## config.mk

```make
export PLATFORM = sky130hd
export DESIGN_NAME = pe_start_srl_fifo_flat
export DESIGN_NICKNAME = d
export VERILOG_FILES = /design/src/rtl/pe_fifo_pkg.sv /design/src/rtl/pe_start_srl_fifo_if.sv /design/src/rtl/pe_start_srl_fifo_shiftreg.sv /design/src/rtl/pe_start_srl_fifo.sv /design/src/flat_wrapper.sv
export SDC_FILE = /design/constraint.sdc
export NUM_CORES = 1
export LEC_CHECK = 0
export CORE_AREA = 2 2 39 41
export DETAILED_ROUTE_END_ITERATION = 6
export DIE_AREA = 0 0 41 43
export PLACE_DENSITY = 0.58
export SYNTH_ARGS = -nofsm -noshare
export SYNTH_HDL_FRONTEND = slang
export SYNTH_SLANG_ARGS = --single-unit
```

## constraint.sdc

```tcl
create_clock -name ap_clk -period 1.7 [get_ports ap_clk]
set_input_delay 0.34 -clock ap_clk [delete_from_list [all_inputs] [get_ports ap_clk]]
set_output_delay 0.34 -clock ap_clk [all_outputs]
set_load 0.03 [all_outputs]
```

## src/rtl/pe_fifo_pkg.sv

```systemverilog
// Shared definitions for the PE start-token FIFOs in the Linear_Layer dataflow region.
package pe_fifo_pkg;

  localparam int PE_START_DATA_WIDTH = 1;
  localparam int PE_START_ADDR_WIDTH = 1;
  localparam int PE_START_DEPTH      = 2;

  typedef enum logic [1:0] {
    FIFO_IDLE = 2'b00,
    FIFO_POP  = 2'b01,
    FIFO_PUSH = 2'b10,
    FIFO_BOTH = 2'b11
  } fifo_op_e;

  function automatic int clog2(input int value);
    int r;
    int v;
    r = 0;
    v = value - 1;
    while (v > 0) begin
      r++;
      v = v >> 1;
    end
    return r;
  endfunction

  // The count has to represent DEPTH itself, so it needs one bit more than the address.
  function automatic int count_width(input int addr_width);
    return addr_width + 1;
  endfunction

endpackage

```

## src/rtl/pe_start_srl_fifo_if.sv

```systemverilog
// Producer/consumer handshake bundle of the PE start FIFO.
interface pe_start_srl_fifo_if
  import pe_fifo_pkg::*;
#(
  parameter int DATA_WIDTH = PE_START_DATA_WIDTH,
  parameter int ADDR_WIDTH = PE_START_ADDR_WIDTH
);
  logic                               if_write_ce;
  logic                               if_write;
  logic [DATA_WIDTH-1:0]              if_din;
  logic                               if_full_n;
  logic                               if_read_ce;
  logic                               if_read;
  logic [DATA_WIDTH-1:0]              if_dout;
  logic                               if_empty_n;
  logic [count_width(ADDR_WIDTH)-1:0] if_count;

  modport slave (
    input  if_write_ce, if_write, if_din, if_read_ce, if_read,
    output if_full_n, if_dout, if_empty_n, if_count
  );

  modport master (
    output if_write_ce, if_write, if_din, if_read_ce, if_read,
    input  if_full_n, if_dout, if_empty_n, if_count
  );
endinterface

```

## src/rtl/pe_start_srl_fifo_shiftreg.sv

```systemverilog
// SRL-style storage: every write shifts the whole array by one, reads are an address mux.
module pe_start_srl_fifo_shiftreg #(
  parameter int DATA_WIDTH = 1,
  parameter int ADDR_WIDTH = 1,
  parameter int DEPTH      = 2
) (
  input  logic                  clk,
  input  logic                  we,
  input  logic [ADDR_WIDTH-1:0] addr,
  input  logic [DATA_WIDTH-1:0] din,
  output logic [DATA_WIDTH-1:0] dout
);

  logic [DATA_WIDTH-1:0] sig_q [DEPTH];
  logic [DATA_WIDTH-1:0] sig_d [DEPTH];

  always_comb begin
    sig_d = sig_q;
    if (we) begin
      sig_d[0] = din;
      for (int i = 1; i < DEPTH; i++) begin
        sig_d[i] = sig_q[i-1];
      end
    end
  end

  // NOTE: storage has no reset so it can map onto shift-register primitives; validity is tracked by the count.
  always_ff @(posedge clk) begin
    sig_q <= sig_d;
  end

  // NOTE: every variable assigned in always_comb gets a default first, so no latch is inferred.
  always_comb begin
    dout = '0;
    for (int i = 0; i < DEPTH; i++) begin
      if (addr == ADDR_WIDTH'(i)) dout = sig_q[i];
    end
  end

endmodule

```

## src/rtl/pe_start_srl_fifo.sv

```systemverilog
// First-word-fall-through start-token FIFO: count, registered flags and push/pop handshake.
module pe_start_srl_fifo
  import pe_fifo_pkg::*;
#(
  parameter int DATA_WIDTH = PE_START_DATA_WIDTH,
  parameter int ADDR_WIDTH = PE_START_ADDR_WIDTH,
  parameter int DEPTH      = PE_START_DEPTH
) (
  input  logic                ap_clk,
  input  logic                ap_rst_n,
  pe_start_srl_fifo_if.slave  bus
);

  localparam int CW = count_width(ADDR_WIDTH);

  logic [CW-1:0]         cnt_q, cnt_d;
  logic                  empty_n_q, empty_n_d;
  logic                  full_n_q, full_n_d;
  logic                  push, pop;
  fifo_op_e              op;
  logic [ADDR_WIDTH-1:0] addr;
  logic [DATA_WIDTH-1:0] dout;

  assign push = bus.if_write & bus.if_write_ce & full_n_q;
  assign pop  = bus.if_read  & bus.if_read_ce  & empty_n_q;
  assign op   = fifo_op_e'({push, pop});

  always_comb begin
    cnt_d = cnt_q;
    unique case (op)
      FIFO_PUSH: cnt_d = cnt_q + CW'(1);
      FIFO_POP:  cnt_d = cnt_q - CW'(1);
      default:   cnt_d = cnt_q;
    endcase
    empty_n_d = (cnt_d != '0);
    full_n_d  = (cnt_d != CW'(DEPTH));
  end

  // A push shifts the oldest word one slot deeper, so the address tracking it stays at cnt-1.
  assign addr = (cnt_q != '0) ? ADDR_WIDTH'(cnt_q - CW'(1)) : '0;

  // NOTE: sequential state uses non-blocking assignments so all flops sample the same pre-edge values.
  always_ff @(posedge ap_clk) begin
    if (!ap_rst_n) begin
      cnt_q     <= '0;
      empty_n_q <= 1'b0;
      full_n_q  <= 1'b0;
    end else begin
      cnt_q     <= cnt_d;
      empty_n_q <= empty_n_d;
      full_n_q  <= full_n_d;
    end
  end

  pe_start_srl_fifo_shiftreg #(
    .DATA_WIDTH (DATA_WIDTH),
    .ADDR_WIDTH (ADDR_WIDTH),
    .DEPTH      (DEPTH)
  ) u_shiftreg (
    .clk  (ap_clk),
    .we   (push),
    .addr (addr),
    .din  (bus.if_din),
    .dout (dout)
  );

  assign bus.if_dout    = dout;
  assign bus.if_full_n  = full_n_q;
  assign bus.if_empty_n = empty_n_q;
  assign bus.if_count   = cnt_q;

endmodule

```

## src/flat_wrapper.sv

```systemverilog
// flat-port wrapper written by rule: the top's interface ports become plain ports
module pe_start_srl_fifo_flat import pe_fifo_pkg::*;
#(
  parameter int DATA_WIDTH = PE_START_DATA_WIDTH,
  parameter int ADDR_WIDTH = PE_START_ADDR_WIDTH,
  parameter int DEPTH      = PE_START_DEPTH
)
  (ap_clk, ap_rst_n, bus_if_write_ce, bus_if_write, bus_if_din, bus_if_read_ce, bus_if_read, bus_if_full_n, bus_if_dout, bus_if_empty_n, bus_if_count);
  pe_start_srl_fifo_if #(.DATA_WIDTH(DATA_WIDTH), .ADDR_WIDTH(ADDR_WIDTH)) bus_i ();
  input  logic ap_clk;
  input  logic ap_rst_n;
  input wire logic [$bits(bus_i.if_write_ce)-1:0] bus_if_write_ce;
  input wire logic [$bits(bus_i.if_write)-1:0] bus_if_write;
  input wire logic [$bits(bus_i.if_din)-1:0] bus_if_din;
  input wire logic [$bits(bus_i.if_read_ce)-1:0] bus_if_read_ce;
  input wire logic [$bits(bus_i.if_read)-1:0] bus_if_read;
  output wire logic [$bits(bus_i.if_full_n)-1:0] bus_if_full_n;
  output wire logic [$bits(bus_i.if_dout)-1:0] bus_if_dout;
  output wire logic [$bits(bus_i.if_empty_n)-1:0] bus_if_empty_n;
  output wire logic [$bits(bus_i.if_count)-1:0] bus_if_count;
  assign bus_i.if_write_ce = bus_if_write_ce;
  assign bus_i.if_write = bus_if_write;
  assign bus_i.if_din = bus_if_din;
  assign bus_i.if_read_ce = bus_if_read_ce;
  assign bus_i.if_read = bus_if_read;
  assign bus_if_full_n = bus_i.if_full_n;
  assign bus_if_dout = bus_i.if_dout;
  assign bus_if_empty_n = bus_i.if_empty_n;
  assign bus_if_count = bus_i.if_count;
  pe_start_srl_fifo #(.DATA_WIDTH(DATA_WIDTH), .ADDR_WIDTH(ADDR_WIDTH), .DEPTH(DEPTH)) u_core (.ap_clk(ap_clk), .ap_rst_n(ap_rst_n), .bus(bus_i));
endmodule
```

### After elaboration in Yosys (flattened, before gate mapping)

Cells that the tools add are included.

| operators by class | value |
|---|---|
| add/sub/neg operators | 2 |
| equal/unequal tests | 3 |
| muxes and demuxes | 3 |
| bitwise operators | 4 |
| reduce and logical (&&, ||, !) cells | 2 |

Operators with widths:

| kind | number |
|---|---|
| $and A1 B1 Y1 | 4 |
| $pmux W2 S2 | 1 |
| $reduce_bool A2 Y1 | 2 |
| $add A2 B1 Y2 const B | 1 |
| $eq A2 B1 Y1 const B | 1 |
| $eq A2 B2 Y1 const B | 1 |
| $mux W1 | 2 |
| $ne A2 B2 Y1 const B | 1 |
| $sub A2 B1 Y2 const B | 1 |

| word-level totals | value |
|---|---|
| flip-flop bits (word level) | 6 |
| input bits | 7 |
| output and inout port bits | 5 |
| word-level logic and storage cells | 19 |

### Depth between registers and ports, before layout

Gate-level depths: netlist (run 1).

| logic depth | value |
|---|---|
| depth in word-level cells | 5 |
| gate-level depth with buffers | 6 |
| gate-level depth less buffers | 6 |

### Hierarchy

A second synthesis (run 1) with hierarchy kept.

| unflattened totals | value |
|---|---|
| cell total of the unflattened synthesis | 27 |
| area total of the unflattened synthesis | 291.5 µm² |

By module, submodules not included:

| module | times used | cells each | area an instance (µm²) | sequential area each (µm²) |
|---|---|---|---|---|
| pe_start_srl_fifo | 1 | 24 | 216.5 | 80.1 |
| pe_start_srl_fifo_shiftreg | 1 | 3 | 75.1 | 60.1 |

### Least setup slack after synthesis (run 1)

Ideal clock, no wire load.

| timing path | value |
|---|---|
| path type | reg2out |
| start | register u_core.cnt_q[0] (netlist: u_core.bus.if_count[0]) |
| end | output port bus_if_dout |
| arrival time | 1.267 ns |
| data required time | 1.360 ns |
| setup slack | 0.093 ns |
| cell stages (with the launch flop) | 4 |
| buffers on the path | 0 |
| cell sequence | dfxtp_1 inv_1 ha_1 mux2_1 |

| between the ends | value |
|---|---|
| longest elaborated chain between the ends | 3 |
| elaborated cells between the ends (all ways) | 4 |
| those cells by class | add/sub: 1; mux: 2; reduce/logical: 1 |

RTL lines:

| item | RTL line | RTL |
|---|---|---|
| start, declared | pe_start_srl_fifo.sv:16 | `logic [CW-1:0] cnt_q, cnt_d;` |
| start signal, assigned | pe_start_srl_fifo.sv:49 | `cnt_q <= cnt_d;` |
| $sub A2 B1 Y2 / $reduce_bool A2 Y1 (equally long branches) | -- |  |
| $mux W1 * | pe_start_srl_fifo.sv:40 | `assign addr = (cnt_q != '0) ? ADDR_WIDTH'(cnt_q - CW'(1)) : '0;` |
| $mux W1 * | pe_start_srl_fifo_shiftreg.sv:36 | `if (addr == ADDR_WIDTH'(i)) dout = sig_q[i];` |
| end, declared | flat_wrapper.sv:18 | `output wire logic [$bits(bus_i.if_dout)-1:0] bus_if_dout;` |

Every way passes the cells marked *; elsewhere a longest branch is shown, timed or not.

### Worst setup path after layout (run 1)

| timing path | value |
|---|---|
| start | input port bus_if_read |
| end | register u_core.empty_n_q (netlist: u_core.bus.if_empty_n) |

| between the ends | value |
|---|---|
| longest elaborated chain between the ends | 5 |
| elaborated cells between the ends (all ways) | 6 |
| those cells by class | eq/ne: 2; mux: 1; bitwise: 2; reduce/logical: 1 |

RTL lines:

| item | RTL line | RTL |
|---|---|---|
| start, declared | flat_wrapper.sv:16 | `input wire logic [$bits(bus_i.if_read)-1:0] bus_if_read;` |
| $and A1 B1 Y1 * (2 in a row) | pe_start_srl_fifo.sv:25 | `assign pop = bus.if_read & bus.if_read_ce & empty_n_q;` |
| $eq A2 B1 Y1 / $eq A2 B2 Y1 (equally long branches) | pe_start_srl_fifo.sv:30 | `unique case (op)` |
| $pmux W2 S2 * | pe_start_srl_fifo.sv:30 |  |
| $reduce_bool A2 Y1 * | pe_start_srl_fifo.sv:35 | `empty_n_d = (cnt_d != '0);` |
| end signal, assigned | pe_start_srl_fifo.sv:50 | `empty_n_q <= empty_n_d;` |
| end, declared | pe_start_srl_fifo.sv:17 | `logic empty_n_q, empty_n_d;` |

Marked as above.
A chain may end at the register's enable or synchronous reset.

==> results of run 1 <==
-- per-stage QoR --
stage	area, sq um	util
after global placement	465	0.336
after CTS	484	0.350
after floorplan	298	-
after detailed placement	465	0.336
final	499	0.361
after global routing	499	0.361
-- registers in the layout (all words and copies together), names as in the netlist --
register and flops:
u_core.bus.if_empty_n 1, u_core.bus.if_full_n 1, u_core.bus.if_count 2, u_core.u_shiftreg.sig_q 2
-- metal layers --
layer | track usage | up-vias | share of wire
met5 | 0 | - | 0
met4 | 0.0200 | 0 | 0
met3 | 0.0785 | 0 | 0.080
met2 | 0.131 | 8 | 0.48
met1 | 0.0879 | 112 | 0.44
li1 | - | 133 | -
-- synthesized netlist by cell type --
| cell type | instances |
|---|---|
| dfxtp_1 | 4 |
| ha_1 | 3 |
| inv_1 | 3 |
| a31oi_1 | 2 |
| edfxtp_1 | 2 |
| inv_2 | 2 |
| nand2_1 | 2 |
| a21oi_1 | 1 |
| and3_1 | 1 |
| mux2_1 | 1 |
| mux2_4 | 1 |
| mux2i_4 | 1 |
| nand3_1 | 1 |
| nor2_1 | 1 |
| o211ai_1 | 1 |
| o21ai_0 | 1 |
-- final cells by class --
cell class,count,area [sq um]
timing repair buffer,16,146
tap,16,20.0
fill,148,885
inverter,5,18.8
multi-input combinational,16,148
sequential,6,140
clock buffer,4,26.3
-- worst register-to-register path, stage by stage, from the launching register on --
cell,delay [ns]
dfxtp_1,0.32
and3_4,0.18
inv_2,0.03
ha_1,0.18
mux2_4,0.29
mux2i_4,0.14
a31oi_1,0.11
-- power breakdown --
part	internal, mW	switching (mW)	leakage [nW]
logic	0.0239	0.0157	0.154
clock network	0.0892	0.0557	0.0150
registers	0.152	0.00136	0.0510
total	0.265	0.0728	0.220
-- logic make-up after synthesis --
| logic type | synth area share |
|---|---|
| AO/OA/AOI/OAI | 0.101 |
| adder cells (fa/ha/maj) | 0.126 |
| buffers and inverters | 0.0630 |
| flip-flops | 0.471 |
| multiplexers | 0.164 |
| AND/OR/NAND/NOR | 0.0756 |
-- timing repair --
action                     CTS  global route
buffers inserted             0             0
gates resized for setup      7             5
setup endpoints to repair    3             2
-- final timing paths --
check | end | slack, ns | cells past startpoint
min | u_core.u_shiftreg.sig_q[0] | 0.47 | 0
min reg2reg | u_core.u_shiftreg.sig_q[0] | 0.47 | 0
max | u_core.bus.if_empty_n | 0.08 | 7
max reg2reg | u_core.bus.if_empty_n | 0.32 | 6
==> summary.md, run 1 <==
| Metric | Value |
|---|---|
| Post-layout total power | `roughly 340 uW` |
| Mapped Cells | `27` |
| Hold buffers post-CTS | `0` |
| Via Count | `around 250` |
| # clock sinks | `6` |
| I/O pin cnt | `12` |
| Max-Cap Viols | `0` |
| Overflow after GRT | `0` |
| Synth unique cells | `16` |
| Seq/Total Area, Yosys | `0.471` |
| Nets@finish | `a little under 60` |
| Max Clk Rate | `between 600 and 700 MHz` |
| Final setup viols | `0` |
| P&R area growth vs syn | `67.6%` |
| Most common cell after layout, fill and taps aside | `clkdlybuf4s50_1` |
| Worst slew pin tran | `0.307 ns` |
| PwrDens | `~680 mW/mm^2` |
| Netlist Area Pre-Place | `a little under 300 sq um` |
| Rows | `14` |
| CTS tree | `built` |
| # DRC | `0` |
| Initial core utilization | `0.215` |
| Slowest stage delay, CP | `~0.45 ns` |
| Worst slew margin | `0.795` |
| Cell Count Post-Placement | `59` |
| Final WL | `approximately 570 microns` |
| Maximum vdd drop | `between 500 and 600 uV` |
| Final hold slack | `between 0.4 and 0.5 ns` |
| Ratio of cells with drive above 1 in the final layout | `0.319` |
| Slowest cell on crit path | `clkdlybuf4s50_1` |
| Die ar. | `~0.0018 sq mm` |
| Min-Delay Path Class | `flop to flop` |
| Setup crit end kind | `flop` |
| Setup CP Type | `input port to flop` |
| Hold_sp | `u_core.u_shiftreg.sig_q[1]` |
| Worst path top cell family by delay | `buffers and inverters` |
| Antenna-violating nets left | `0` |
| Final Hold Fails | `0` |
| Final Critical Period | `around 1.6 ns` |
| Core area | `around 0.0014 sq mm` |
| Die Y | `approximately 43 microns` |
| Crit Path Max Fanout | `2` |
| Overall Global Routing Usage | `0.0877` |
| Cts bufs inserted | `3` |
| Mean Syn Cell Area | `11.0 sq um` |
| Drt first pass iters | `4` |
| Routed length per placed instance | `about 9 microns` |
| Critical Path Source | `bus_if_read` |
| Worst r2r src | `u_core.bus.if_empty_n` |
| DR vias/cell | `4.02` |
| Final worst slack | `roughly 0.084 ns` |
| N_diodes | `0` |
| Fin cells | `63` |
| Final period util | `0.951` |
| Status | `finished, final reports clean` |
| Placement Setup Slack | `-0.188 ns` |
| IO Port Bufs | `11` |
| Initial DRC count | `6` |
| GP Congestion | `roughly 0.76` |
| Synth Warn # | `0` |
| Largest net degree at the start of global routing | `5` |
| Chip Width | `41 microns` |
| Clock insertion delay at the later pin of the skew report | `around 0.25 ns` |
| Leakage | `0.220 nW` |
| Syn nets | `37` |
| CP required | `between 1.5 and 2 ns` |
| Critical path, cell by cell | `clkdlybuf4s50_1, and3_4, inv_2, ha_1, mux2_4, mux2i_4, a31oi_1` |
| Htree depth | `1` |
| Most frequent cells in the layout | `clkdlybuf4s50_1 (8), buf_4 (5), dfxtp_1 (4)` |
| Root buffer cell | `clkbuf_4` |
| Clock skew | `approximately 0.0086 ns` |
| RSZ-0062 raised after global routing | `false` |
| Crit path buf inv count | `2` |
| Setup TNS after final layout | `0 ns` |
| Crit path DAT | `~1.7 ns` |
| Vias in the first global route | `261` |
| CTS max path bufs | `2` |
| Area leader, netlist | `dfxtp_1` |
| Leading post-synthesis cells by cell area | `dfxtp_1 (27%), edfxtp_1 (20%), ha_1 (13%), mux2i_4 (7.6%), mux2_4 (5.0%)` |
| Synthesized flop and latch total | `6` |
| CP Launch Type | `input port` |
| HPWL after detailed placement | `487 microns` |
| Clock slew at reported path FFs | `approximately 0.050 ns` |
| Initial antenna violation count | `0` |
| Fin. max-slew vios | `0` |
| Post-synth top area share | `0.269` |
| First-pass GRT wire length | `a little under 1000 microns` |
No activity file was read; power rests on OpenSTA's default activity.
==> inputs of run 2 (changes only) <==
CAP_MARGIN = 20   (was default)
==> results of run 2 <==
Final layout, timing and power as in run 1 (identical DEF).
